File: config.mk
export PLATFORM = sky130hd
export DESIGN_NAME = display_scan_flat
export DESIGN_NICKNAME = d
export VERILOG_FILES = /design/src/rtl/display_scan_if.sv /design/src/rtl/display_scan.sv /design/src/flat_wrapper.sv
export SDC_FILE = /design/constraint.sdc
export NUM_CORES = 1
export LEC_CHECK = 0
export BUFFER_PORTS_ARGS = -buffer_cell sky130_fd_sc_hd__buf_2
export CORE_MARGIN = 5
export CORE_UTILIZATION = 50
export CTS_CLUSTER_SIZE = 8
export DETAILED_ROUTE_END_ITERATION = 8
export GPL_TIMING_DRIVEN = 0
export PLACE_DENSITY = 0.79
export SYNTH_ARGS = -nofsm -noshare
export SYNTH_HDL_FRONTEND = slang
export SYNTH_SLANG_ARGS = --single-unit
File: constraint.sdc
create_clock -name clk -period 2.22 [get_ports clk]
set_input_delay 0.444 -clock clk [delete_from_list [all_inputs] [get_ports clk]]
set_output_delay 0.444 -clock clk [all_outputs]
set_load 0.005 [all_outputs]
File: src/rtl/display_scan_if.sv
// Bundle between control logic and the display scanner: segment data in, anode/segment pins out.
// The master drives patterns and masks, the slave (scanner) drives the pins.
interface display_scan_if #(
  parameter int N_DIGITS = 4,
  parameter int SEG_W    = 7
);
  logic [N_DIGITS*SEG_W-1:0] seg_data;
  logic                      load;
  logic [N_DIGITS-1:0]       digit_en;
  logic [N_DIGITS-1:0]       blink_mask;
  logic [N_DIGITS-1:0]       an;
  logic [SEG_W-1:0]          seg;
  logic                      frame_start;

  modport master (
    output seg_data, load, digit_en, blink_mask,
    input  an, seg, frame_start
  );

  modport slave (
    input  seg_data, load, digit_en, blink_mask,
    output an, seg, frame_start
  );
endinterface

File: src/rtl/display_scan.sv
// Multiplexed common-anode 7-segment scanner with per-slot dead time, blink and
// frame-synchronous double-buffered segment data. Pin outputs are registered (1 cycle).
module display_scan #(
  parameter int N_DIGITS     = 4,
  parameter int SEG_W        = 7,
  parameter int SLOT_CYC     = 50000,
  parameter int GAP_CYC      = 500,
  parameter int BLINK_FRAMES = 64
) (
  input  logic           clk,
  input  logic           reset_n,
  display_scan_if.slave  bus
);

  localparam int CW = (SLOT_CYC > 1)     ? $clog2(SLOT_CYC)     : 1;
  localparam int IW = (N_DIGITS > 1)     ? $clog2(N_DIGITS)     : 1;
  localparam int BW = (BLINK_FRAMES > 1) ? $clog2(BLINK_FRAMES) : 1;

  typedef logic [N_DIGITS-1:0][SEG_W-1:0] buf_t;

  logic [CW-1:0]       slot_q, slot_d;
  logic [IW-1:0]       idx_q, idx_d;
  logic [BW-1:0]       blink_cnt_q, blink_cnt_d;
  logic                blink_ph_q, blink_ph_d;
  buf_t                pend_q, pend_d;
  buf_t                act_q, act_d;
  logic                pend_flag_q, pend_flag_d;
  logic [N_DIGITS-1:0] an_q, an_d;
  logic [SEG_W-1:0]    seg_q, seg_d;
  logic                fs_q, fs_d;

  logic slot_wrap;
  logic frame_bnd;
  logic in_show;
  logic lit;

  always_comb begin
    slot_wrap = (slot_q == CW'(SLOT_CYC - 1));
    frame_bnd = slot_wrap && (idx_q == IW'(N_DIGITS - 1));

    slot_d = slot_wrap ? '0 : slot_q + 1'b1;
    idx_d  = idx_q;
    if (slot_wrap) begin
      idx_d = frame_bnd ? '0 : idx_q + 1'b1;
    end

    blink_cnt_d = blink_cnt_q;
    blink_ph_d  = blink_ph_q;
    if (frame_bnd) begin
      if (blink_cnt_q == BW'(BLINK_FRAMES - 1)) begin
        blink_cnt_d = '0;
        blink_ph_d  = ~blink_ph_q;
      end else begin
        blink_cnt_d = blink_cnt_q + 1'b1;
      end
    end

    // Commit reads the old pending value, so a load on the boundary waits a frame.
    act_d       = act_q;
    pend_d      = pend_q;
    pend_flag_d = pend_flag_q;
    if (frame_bnd && pend_flag_q) begin
      act_d       = pend_q;
      pend_flag_d = 1'b0;
    end
    if (bus.load) begin
      pend_d      = bus.seg_data;
      pend_flag_d = 1'b1;
    end

    in_show = (GAP_CYC == 0) || (slot_q >= CW'(GAP_CYC));
    lit     = in_show && bus.digit_en[idx_q] &&
              !(bus.blink_mask[idx_q] && blink_ph_q);

    an_d  = '1;
    seg_d = '1;
    if (lit) begin
      for (int i = 0; i < N_DIGITS; i++) begin
        if (idx_q == IW'(i)) an_d[i] = 1'b0;
      end
      seg_d = act_q[idx_q];
    end

    fs_d = frame_bnd;
  end

  always_ff @(posedge clk or negedge reset_n) begin
    if (!reset_n) begin
      slot_q      <= '0;
      idx_q       <= '0;
      blink_cnt_q <= '0;
      blink_ph_q  <= 1'b0;
      pend_q      <= '1;
      act_q       <= '1;
      pend_flag_q <= 1'b0;
      an_q        <= '1;
      seg_q       <= '1;
      fs_q        <= 1'b0;
    end else begin
      slot_q      <= slot_d;
      idx_q       <= idx_d;
      blink_cnt_q <= blink_cnt_d;
      blink_ph_q  <= blink_ph_d;
      pend_q      <= pend_d;
      act_q       <= act_d;
      pend_flag_q <= pend_flag_d;
      an_q        <= an_d;
      seg_q       <= seg_d;
      fs_q        <= fs_d;
    end
  end

  assign bus.an          = an_q;
  assign bus.seg         = seg_q;
  assign bus.frame_start = fs_q;

endmodule

File: src/flat_wrapper.sv
// flat-port wrapper written by rule: the top's interface ports become plain ports
module display_scan_flat 
#(
  parameter int N_DIGITS     = 4,
  parameter int SEG_W        = 7,
  parameter int SLOT_CYC     = 50000,
  parameter int GAP_CYC      = 500,
  parameter int BLINK_FRAMES = 64
)
  (clk, reset_n, bus_seg_data, bus_load, bus_digit_en, bus_blink_mask, bus_an, bus_seg, bus_frame_start);
  display_scan_if #(.N_DIGITS(N_DIGITS), .SEG_W(SEG_W)) bus_i ();
  input  logic clk;
  input  logic reset_n;
  input wire logic [$bits(bus_i.seg_data)-1:0] bus_seg_data;
  input wire logic [$bits(bus_i.load)-1:0] bus_load;
  input wire logic [$bits(bus_i.digit_en)-1:0] bus_digit_en;
  input wire logic [$bits(bus_i.blink_mask)-1:0] bus_blink_mask;
  output wire logic [$bits(bus_i.an)-1:0] bus_an;
  output wire logic [$bits(bus_i.seg)-1:0] bus_seg;
  output wire logic [$bits(bus_i.frame_start)-1:0] bus_frame_start;
  assign bus_i.seg_data = bus_seg_data;
  assign bus_i.load = bus_load;
  assign bus_i.digit_en = bus_digit_en;
  assign bus_i.blink_mask = bus_blink_mask;
  assign bus_an = bus_i.an;
  assign bus_seg = bus_i.seg;
  assign bus_frame_start = bus_i.frame_start;
  display_scan #(.N_DIGITS(N_DIGITS), .SEG_W(SEG_W), .SLOT_CYC(SLOT_CYC), .GAP_CYC(GAP_CYC), .BLINK_FRAMES(BLINK_FRAMES)) u_core (.clk(clk), .reset_n(reset_n), .bus(bus_i));
endmodule
==> impl_metrics.ini, run 1 <==
[finish]
fin_cells = 451
n_antenna_cell = 0
fillers = 648
areaGrowthSynthToFinish_pct = 15.2
postLayoutCoreUtil = 0.584
drive_above_1_share = 0.613
fin_nets = 387

[synth]
synth_area_um2 = 4100
synth_most_common_cell = dfstp_2
ys_top_cells_by_count = 67 x dfstp_2, 58 x mux2_2, 27 x dfrtp_1
yosys.cell_types.count = 39
ys_warn_count = 0
synth.avg_cell_area_um2 = 14.6
async_reset_ff_frac = 1.00
synthCells = 280
synth_top_area_share = 0.429
synth_area_leaders = dfstp_2 43%, dfrtp_1 16%, mux2_2 16%, mux4_2 4.9%, ha_1 2.1%
synth_edf_count = 0
synthFlopType = dfstp_2
syn-num-nets = 326
yosys_register_bits = 94
yosys.area.top_type = dfstp_2
seq_area_frac_synth = 0.594

[die]
die-area_um2 = 10100
die_x_um = 101
die_h_um = 101
placementRows = 33
core_area_um2 = 8090
initial_core_util = 0.507
io_pins = 51

[sta]
hold_viol = 0
fin_tns_setup_ns = 0
worstMarginPinSlew_ns = 0.618
min_period_over_period = 0.898
setup_viol = 0
slew_headroom = 0.588
min_period_ns = 1.99
finClkSkew_ns = 0.00793
grt_setup_unrepaired = false
slew_viol_final = 0
fmax_mhz = 502
layout_setup_ws_ns = 0.227

[power]
powerDensity_nw_per_um2 = 668
peakVddDrop_v = 0.000473
p_leak_uw = 0.00203
finalPower_uw = 3150

[placement]
post-dp-hpwl_um = 5190
gp_congestion = 0.896
dpl.cell_count = 435
pre_cts_slack_ns = -0.0192
io_buffers = 49

[global_route]
grt-ovfl-total = 0
grt_pass1_wl_um = 12200
grt_max_degree = 56
grtUsageTotal = 0.155
first_global_vias = 2564
antenna_found_initial = 0

[drt]
drt_iter0_markers = 89
drt_wl_total_um = 7250
drc = 0
viasPerCell = 5.33
wire_per_inst_um = 16.1
vias = 2402
ant_nets = 0
firstDrtPassIters = 4

[worst_setup_path]
critical_path.max_fanout = 10
critical_path.top_delay_family = multiplexers
r2r_setup_slack_ns = 0.23
path_cells = buf_6, mux4_2, a21bo_2, a31oi_1, buf_4, nand2b_1
critical_path_class = flop to flop
crit_slowest_cell = mux4_2
path_buf_inv = 2
worstPathRequired_ns = 2.50
crit_path_start_kind = flop
worst_setup_path_end_kind = flop
max_stage_delay_ns = 0.51
cp_data_arrival_time_ns = 2.27

[cts]
clk_path_buf_depth = 2
cts_setup_buffers = 0
numClockSinks = 94
cts_inserted_buffers = 9
cts_tree = yes
htreeDepth = 3
cts_root_buf = clkbuf_8
cts.clk_slew.worst_paths_ns = 0.09
cts_resized = 1
clkLatencyLatePin_ns = 0.35
hold_buffers = 0

[flow_run]
drv_cap = 0

[hold_path]
hold_path.class = input port to async pin

[status]
outcome = completed
stage by stage:
step | area [µm²] | hold slack, ns
6_report | 4720 | 0.0577
5_1_grt | 4720 | 0.0780
4_1_cts | 4720 | 0.0663
3_5_place_dp | 4510 | 0.454
3_3_place_gp | 4480 | 0.455
2_1_floorplan | 4100 | 0.148
power by group:
part           total (µW)  internal, µW  switching, µW
sequential           1830          1800           25.3
combinational         146          78.6           67.2
clock                1180           594            585
total                3150          2480            677
kinds of logic after synthesis:
kind of cell	count (synthesis)	synth area share
buffers and inverters	18	0.0235
AOI/OAI and AO/OA	11	0.0180
xor gates and xnor gates	16	0.0342
DFF	94	0.594
muxes	68	0.211
and+or+nand+nor	66	0.0979
adders and majority gates	7	0.0214
cell usage in the layout (no fill, tap or decap), types with 3 or more instances in the layout:
| cell type | n |
|---|---|
| ha_1 | 7 |
| inv_1 | 6 |
| and4_1 | 5 |
| nand4_1 | 6 |
| nand2b_1 | 8 |
| nand3_1 | 6 |
| nand2_1 | 10 |
| mux2_2 | 58 |
| and3_1 | 4 |
| mux4_2 | 9 |
| xor2_1 | 6 |
| buf_6 | 3 |
| clkbuf_1 | 4 |
| buf_2 | 50 |
| dfrtp_1 | 27 |
| nor2_1 | 11 |
| o21ai_0 | 3 |
| clkbuf_8 | 9 |
| dfstp_2 | 67 |
| xnor2_1 | 10 |
worst paths after layout:
check	startpoint	cells past startpoint	end
max	u_core.idx_q[0]	6	u_core.bus.seg[4]
min	reset_n	1	u_core.slot_q[11]
max reg2reg	u_core.idx_q[0]	6	u_core.bus.seg[4]
min reg2reg	u_core.blink_cnt_q[4]	1	u_core.blink_cnt_q[4]
max in group asynchronous	reset_n	2	u_core.act_q[15]
min in group clk	bus_seg_data[13]	2	u_core.pend_q[13]
sequential cells by signal, summed over array words and instances, names as in the netlist:
name and cells:
u_core.slot_q 16, u_core.pend_q 28, u_core.pend_flag_q 1, u_core.bus.an 4, u_core.idx_q 2, u_core.blink_ph_q 1
u_core.act_q 28, u_core.bus.frame_start 1, u_core.blink_cnt_q 6, u_core.bus.seg 7
area by class of cell:
| cell class | count | area [µm²] | share of cell area |
|---|---|---|---|
| flip-flops and latches | 94 | 2440 | 0.516 |
| multi-input cells | 168 | 1570 | 0.332 |
| repair buffers | 50 | 275 | 0.0583 |
| clock buffers | 10 | 149 | 0.0315 |
| well taps | 105 | 131 | 0.0278 |
| plain buffers | 12 | 75.1 | 0.0159 |
| clock inverters | 6 | 66.3 | 0.0140 |
| inverters | 6 | 22.5 | 0.00477 |
layer usage:
metal / track usage / vias to the layer above / share of wire
met5: 0 / - / 0
met4: 0.0570 / 0 / 0.014
met3: 0.0332 / 9 / 0.047
met2: 0.256 / 52 / 0.50
met1: 0.202 / 1224 / 0.44
li1: - / 1117 / -
No activity file was read; power rests on OpenSTA's default activity.
==> run 2: changes to the inputs <==
--- a/config.mk
+++ b/config.mk
@@ -5,13 +5,13 @@
 export SDC_FILE = /design/constraint.sdc
 export NUM_CORES = 1
 export LEC_CHECK = 0
-export BUFFER_PORTS_ARGS = -buffer_cell sky130_fd_sc_hd__buf_2
 export CORE_MARGIN = 5
 export CORE_UTILIZATION = 50
 export CTS_CLUSTER_SIZE = 8
 export DETAILED_ROUTE_END_ITERATION = 8
+export DONT_BUFFER_PORTS = 1
 export GPL_TIMING_DRIVEN = 0
-export PLACE_DENSITY = 0.79
+export PLACE_DENSITY = 0.74
 export SYNTH_ARGS = -nofsm -noshare
 export SYNTH_HDL_FRONTEND = slang
 export SYNTH_SLANG_ARGS = --single-unit
==> run 2 against run 1 <==
- the flow now finishes with violations (hold timing)
- power down 1.8%
- first-iteration DRC count down 47%
- die area unchanged
- worst hold slack worse by 0.27 ns
- clock skew up 0.0044 ns
- non-clock buffer count down 50
- final cell count down 11%
- design area down 5.7%
- register-to-register slack worse by 0.02 ns
- via count down 9.1%
- largest power group unchanged
==> impl_metrics.ini, run 2 (synthesis results as in run 1) <==
[worst_setup_path]
crit_slowest_cell = mux4_2
crit_path_start_kind = flop
path_buf_inv = 2
worstPathRequired_ns = 2.49
cp_data_arrival_time_ns = 2.28
critical_path.top_delay_family = multiplexers
worst_setup_path_end_kind = flop
timing.rr.end = u_core.bus.seg[1]
reg2reg_depth = 6
critical_path_class = flop to flop
crit_cells = 6
r2r_setup_slack_ns = 0.21
r2r_start = u_core.idx_q[0]
path_cells = buf_6, mux4_2, a21bo_2, a31oi_1, buf_4, nand2b_1
critical_path.max_fanout = 10
max_stage_delay_ns = 0.53

[sta]
slew_headroom = 0.555
worstMarginPinSlew_ns = 0.668
setup_viol = 0
hold_viol = 94
grt_setup_unrepaired = false
slew_viol_final = 0
finClkSkew_ns = 0.0124
fmax_mhz = 498
min_period_ns = 2.01
min_period_over_period = 0.905
whs_ns = -0.215

[finish]
postLayoutCellArea_um2 = 4450
layout_commonest_cell = dfstp_2
n_antenna_cell = 0
postLayoutCoreUtil = 0.550
areaGrowthSynthToFinish_pct = 8.60
fin_nets = 337
final_cell_mix = 67 x dfstp_2, 58 x mux2_2, 27 x dfrtp_1
fin_cells = 401
drive_above_1_share = 0.541
reg.largest.list = u_core.act_q: 28 flops, u_core.pend_q: 28 flops, u_core.slot_q: 16 flops

[global_route]
antenna_found_initial = 1
met2_usage = 0.236
grt.met1_usage = 0.186
grt_max_degree = 95
grt_util_met3 = 0.0685
grt-ovfl-total = 0
grtUsageTotal = 0.148
grt_pass1_wl_um = 11500
top_usage_layer = met2
first_global_vias = 2321

[drt]
drc = 0
ant_nets = 0
firstDrtPassIters = 4
viasPerCell = 5.44
drt_wl_total_um = 6830
vias = 2183
drt_iter0_markers = 47
wire_per_inst_um = 17.0

[power]
p_leak_uw = 0.00184
sw_frac_of_total = 0.191
powerDensity_nw_per_um2 = 696
power_frac_comb = 0.024
p_switching_uw = 591
pwr-share-clk = 0.386
peakVddDrop_v = 0.000521
p_int_uw = 2510
power_frac_seq = 0.590

[cts]
cts.clk_slew.worst_paths_ns = 0.09
cts_root_buf = clkbuf_8
cts_tree = yes
numClockSinks = 94
clk_path_buf_depth = 2
cts_inserted_buffers = 9
cts_setup_buffers = 0
htreeDepth = 3
clkLatencyLatePin_ns = 0.35

[placement]
gp_congestion = 0.870
post-dp-hpwl_um = 4750
dpl.cell_count = 385
io_buffers = 0
post_dp_cell_area_um2 = 4230

[status]
violations = hold timing
outcome = finished, violations left

[die]
die-area_um2 = 10100
io_pins = 51
placementRows = 33
core_area_um2 = 8090
die_x_um = 101
die_h_um = 101
initial_core_util = 0.507

[flow_run]
drv_cap = 0

[hold_path]
hold_path.class = input port to async pin
==> run 2: what timing repair did <==
action,4_1_cts,5_1_grt
gates resized for setup,1,0
endpoints found under the setup margin,10,0
hold endpoints to repair,94,94
==> run 2: power groups by stage <==
stage               clock network (µW)  registers [µW]  logic [µW]
global placement                     0            1860        74.9
global route                      1330            1840        83.8
finish                            1200            1830        75.8
floorplan                            0            1850        68.1
CTS                               1250            1830        77.8
detailed placement                   0            1860        77.6
==> run 2: worst max-delay path by stage <==
| stage | startpoint | to | slack [ns] |
|---|---|---|---|
| detailed placement | u_core.idx_q[1] | u_core.bus.seg[1] | -0.03 |
| floorplan | u_core.idx_q[0] | u_core.bus.seg[0] | 0.50 |
| global placement | u_core.idx_q[1] | u_core.bus.seg[1] | -0.03 |
| finish | u_core.idx_q[0] | u_core.bus.seg[1] | 0.21 |
| global route | u_core.idx_q[0] | u_core.bus.seg[1] | 0.10 |
| CTS | u_core.idx_q[0] | u_core.bus.seg[1] | 0.16 |
==> run 2: area by class of cell <==
type | instances | area (µm²)
multi-input cells | 168 | 1570
inverters | 6 | 22.5
clock inverters | 2 | 36.3
plain buffers | 12 | 75.1
fillers | 684 | 3640
clock buffers | 14 | 184
well taps | 105 | 131
flip-flops and latches | 94 | 2440
==> run 2: per-layer routing <==
layer / wire (µm) / vias to the layer above
met5: 7 / -
met4: 41 / 2
met3: 471 / 6
met2: 3370 / 49
met1: 2940 / 1098
li1: - / 1028
==> run 2: metrics by stage <==
stage	hold slack, ns	power (µW)	worst slack [ns]	TNS, ns
6_report	-0.215	3100	0.210	0
5_1_grt	-0.260	3250	0.102	0
4_1_cts	-0.245	3160	0.161	0
3_5_place_dp	0.151	1940	-0.0324	-0.0848
3_3_place_gp	0.151	1930	-0.0251	-0.0320
2_1_floorplan	0.148	1920	0.504	0
==> run 2: worst reg2reg max path, cell delays in order (launching register included) <==
cell	delay, ns
dfrtp_1	0.40
buf_6	0.21
mux4_2	0.53
a21bo_2	0.23
a31oi_1	0.22
buf_4	0.24
nand2b_1	0.10
==> run 3: changes to the inputs <==
--- a/config.mk
+++ b/config.mk
@@ -5,6 +5,7 @@
 export SDC_FILE = /design/constraint.sdc
 export NUM_CORES = 1
 export LEC_CHECK = 0
+export ABC_AREA = 1
 export CORE_MARGIN = 5
 export CORE_UTILIZATION = 50
 export CTS_CLUSTER_SIZE = 8
==> run 3 against run 2 <==
- core utilization up 0.49 points
- via count increased by 62%
- worst setup slack improved by 0.26 ns
- global-route usage increased by 3.3 points
- the flow still finishes with violations (hold timing)
- final cell count up 68%
- synthesized area rose by 11%
- clock-buffer cell count decreased by 3
- combinational power decreased by 5.0%
- largest cell class unchanged
- die area grew 9.6%
- non-clock buffer count is 15 higher
- first-iteration DRC count grew to 4.2 times the previous value
- sequential power about the same
==> impl_metrics.ini, run 3 <==
[global_route]
grtUsageTotal = 0.181
top_usage_layer = met2
grt.met1_usage = 0.259
grt_max_degree = 95
grt_util_met3 = 0.0336
met2_usage = 0.275
grt_pass1_wl_um = 16300
first_global_vias = 3393
antenna_found_initial = 0
grt-ovfl-total = 0

[synth]
synth_most_common_cell = nand2_1
synthCells = 549
ys_top_cells_by_count = 239 x nand2_1, 67 x dfstp_2, 43 x nor2_1
yosys.area.top_type = dfstp_2
synth_area_um2 = 4540
synth_area_leaders = dfstp_2 39%, nand2_1 20%, dfrtp_1 15%, nand4_1 5.8%, nor2_1 3.6%
yosys_register_bits = 94
seq_area_frac_synth = 0.537
async_reset_ff_frac = 1.00
ys_warn_count = 0
syn-num-nets = 595
synthFlopType = dfstp_2
synth.avg_cell_area_um2 = 8.27
yosys.cell_types.count = 33
synth_edf_count = 0
synth_top_area_share = 0.388

[finish]
drive_above_1_share = 0.195
fin_nets = 606
final_cell_mix = 239 x nand2_1, 67 x dfstp_2, 43 x nor2_1
layout_commonest_cell = nand2_1
seqCellArea_um2 = 2440
areaGrowthSynthToFinish_pct = 7.69
multi_input_area_um2 = 1830
fillers = 792
postLayoutCellArea_um2 = 4890
n_antenna_cell = 0
reg.largest.list = u_core.act_q: 28 flops, u_core.pend_q: 28 flops, u_core.slot_q: 16 flops

[die]
placementRows = 34
die-area_um2 = 11100
die_x_um = 105
initial_core_util = 0.516
core_area_um2 = 8810
die_h_um = 105
io_pins = 51

[worst_setup_path]
worst_setup_path_end_kind = flop
critical_path.max_fanout = 11
cp_data_arrival_time_ns = 1.99
critical_path_class = flop to flop
crit_path_start_kind = flop
worstPathRequired_ns = 2.46

[drt]
ant_nets = 0
vias = 3530
viasPerCell = 5.25
drt_iter0_markers = 196
wire_per_inst_um = 14.2
firstDrtPassIters = 5
drt_wl_total_um = 9560
drc = 0

[cts]
htreeDepth = 3
cts.clk_slew.worst_paths_ns = 0.09
cts_setup_buffers = 0
cts_resized = 0
clk_path_buf_depth = 2
cts_inserted_buffers = 9
cts_tree = yes
cts_root_buf = clkbuf_8
clkLatencyLatePin_ns = 0.36
numClockSinks = 94

[sta]
hold_viol = 82
slew_viol_final = 0
fin_tns_setup_ns = 0
min_period_over_period = 0.789
min_period_ns = 1.75
setup_viol = 0
fmax_mhz = 571
finClkSkew_ns = 0.0144
layout_setup_ws_ns = 0.469
worstMarginPinSlew_ns = 0.557
whs_ns = -0.216
grt_setup_unrepaired = false
slew_headroom = 0.629

[power]
powerDensity_nw_per_um2 = 633
peakVddDrop_v = 0.000345
finalPower_uw = 3090
p_leak_uw = 0.00230

[placement]
io_buffers = 0
post-dp-hpwl_um = 6970
pre_cts_slack_ns = 0.461
post_dp_cell_area_um2 = 4680
gp_congestion = 0.895

[hold_path]
hold_path.class = input port to async pin

[flow_run]
drv_cap = 0

[status]
violations = hold timing
outcome = finished, violations left
==> run 3: cell types whose count changed in the layout (fill, tap and decap cells not counted), moves of 10 or more <==
cell / change
inv_1: +23
mux2_2: -58
nand2_1: +229
nand3_1: +17
nand4_1: +36
nor2_1: +32
o21ai_0: +10
==> run 3: cell type report <==
| type | instances | share of cell area |
|---|---|---|
| clock buffer | 11 | 0.0310 |
| buffer | 27 | 0.0312 |
| clock inverter | 5 | 0.0128 |
| multi-input combinational | 395 | 0.374 |
| inverter | 33 | 0.0256 |
| tap | 108 | 0.0276 |
| sequential | 94 | 0.498 |
==> run 3: metal layers <==
metal,share of wire,routed length [µm]
met5,0,0
met4,0.019,181
met3,0.056,539
met2,0.46,4380
met1,0.47,4460
==> run 3: final timing paths <==
kind	from	endpoint	slack (ns)	cells past startpoint
setup / recovery	u_core.idx_q[0]	u_core.idx_q[1]	0.47	6
hold / removal	reset_n	u_core.slot_q[14]	-0.22	0
setup reg to reg	u_core.idx_q[0]	u_core.idx_q[1]	0.47	6
hold reg to reg	u_core.pend_q[10]	u_core.pend_q[10]	0.47	2
max in group asynchronous	reset_n	u_core.act_q[10]	2.20	0
min in group clk	bus_seg_data[11]	u_core.pend_q[11]	0.17	2
==> run 3: metrics by stage <==
| step | instances | util |
|---|---|---|
| detailed placement | 657 | 0.531 |
| global placement | 657 | 0.531 |
| finish | 673 | 0.555 |
| floorplan | 549 | - |
| global route | 673 | 0.555 |
| CTS | 673 | 0.555 |
==> run 3: kinds of logic after synthesis <==
logic type      Yosys count  synth area share
simple gates            360             0.344
flops                    94             0.537
buf+inv                  60            0.0612
compound gates           19            0.0220
xor+xnor                  9            0.0174
fa+ha+maj                 7            0.0193
==> run 3: power breakdown <==
part,total [µW],switching (µW),leakage (µW),internal (µW)
sequential,1830,30.0,0.00106,1800
clock,1200,603,0.000111,593
combinational,72.0,46.8,0.00113,25.2
==> run 3: critical path: stages, from the launching register on <==
cell     delay, ns
dfrtp_1       0.43
inv_1         0.09
buf_2         0.20
buf_1         0.46
ha_1          0.33
nand2_1       0.06
o21ai_0       0.06
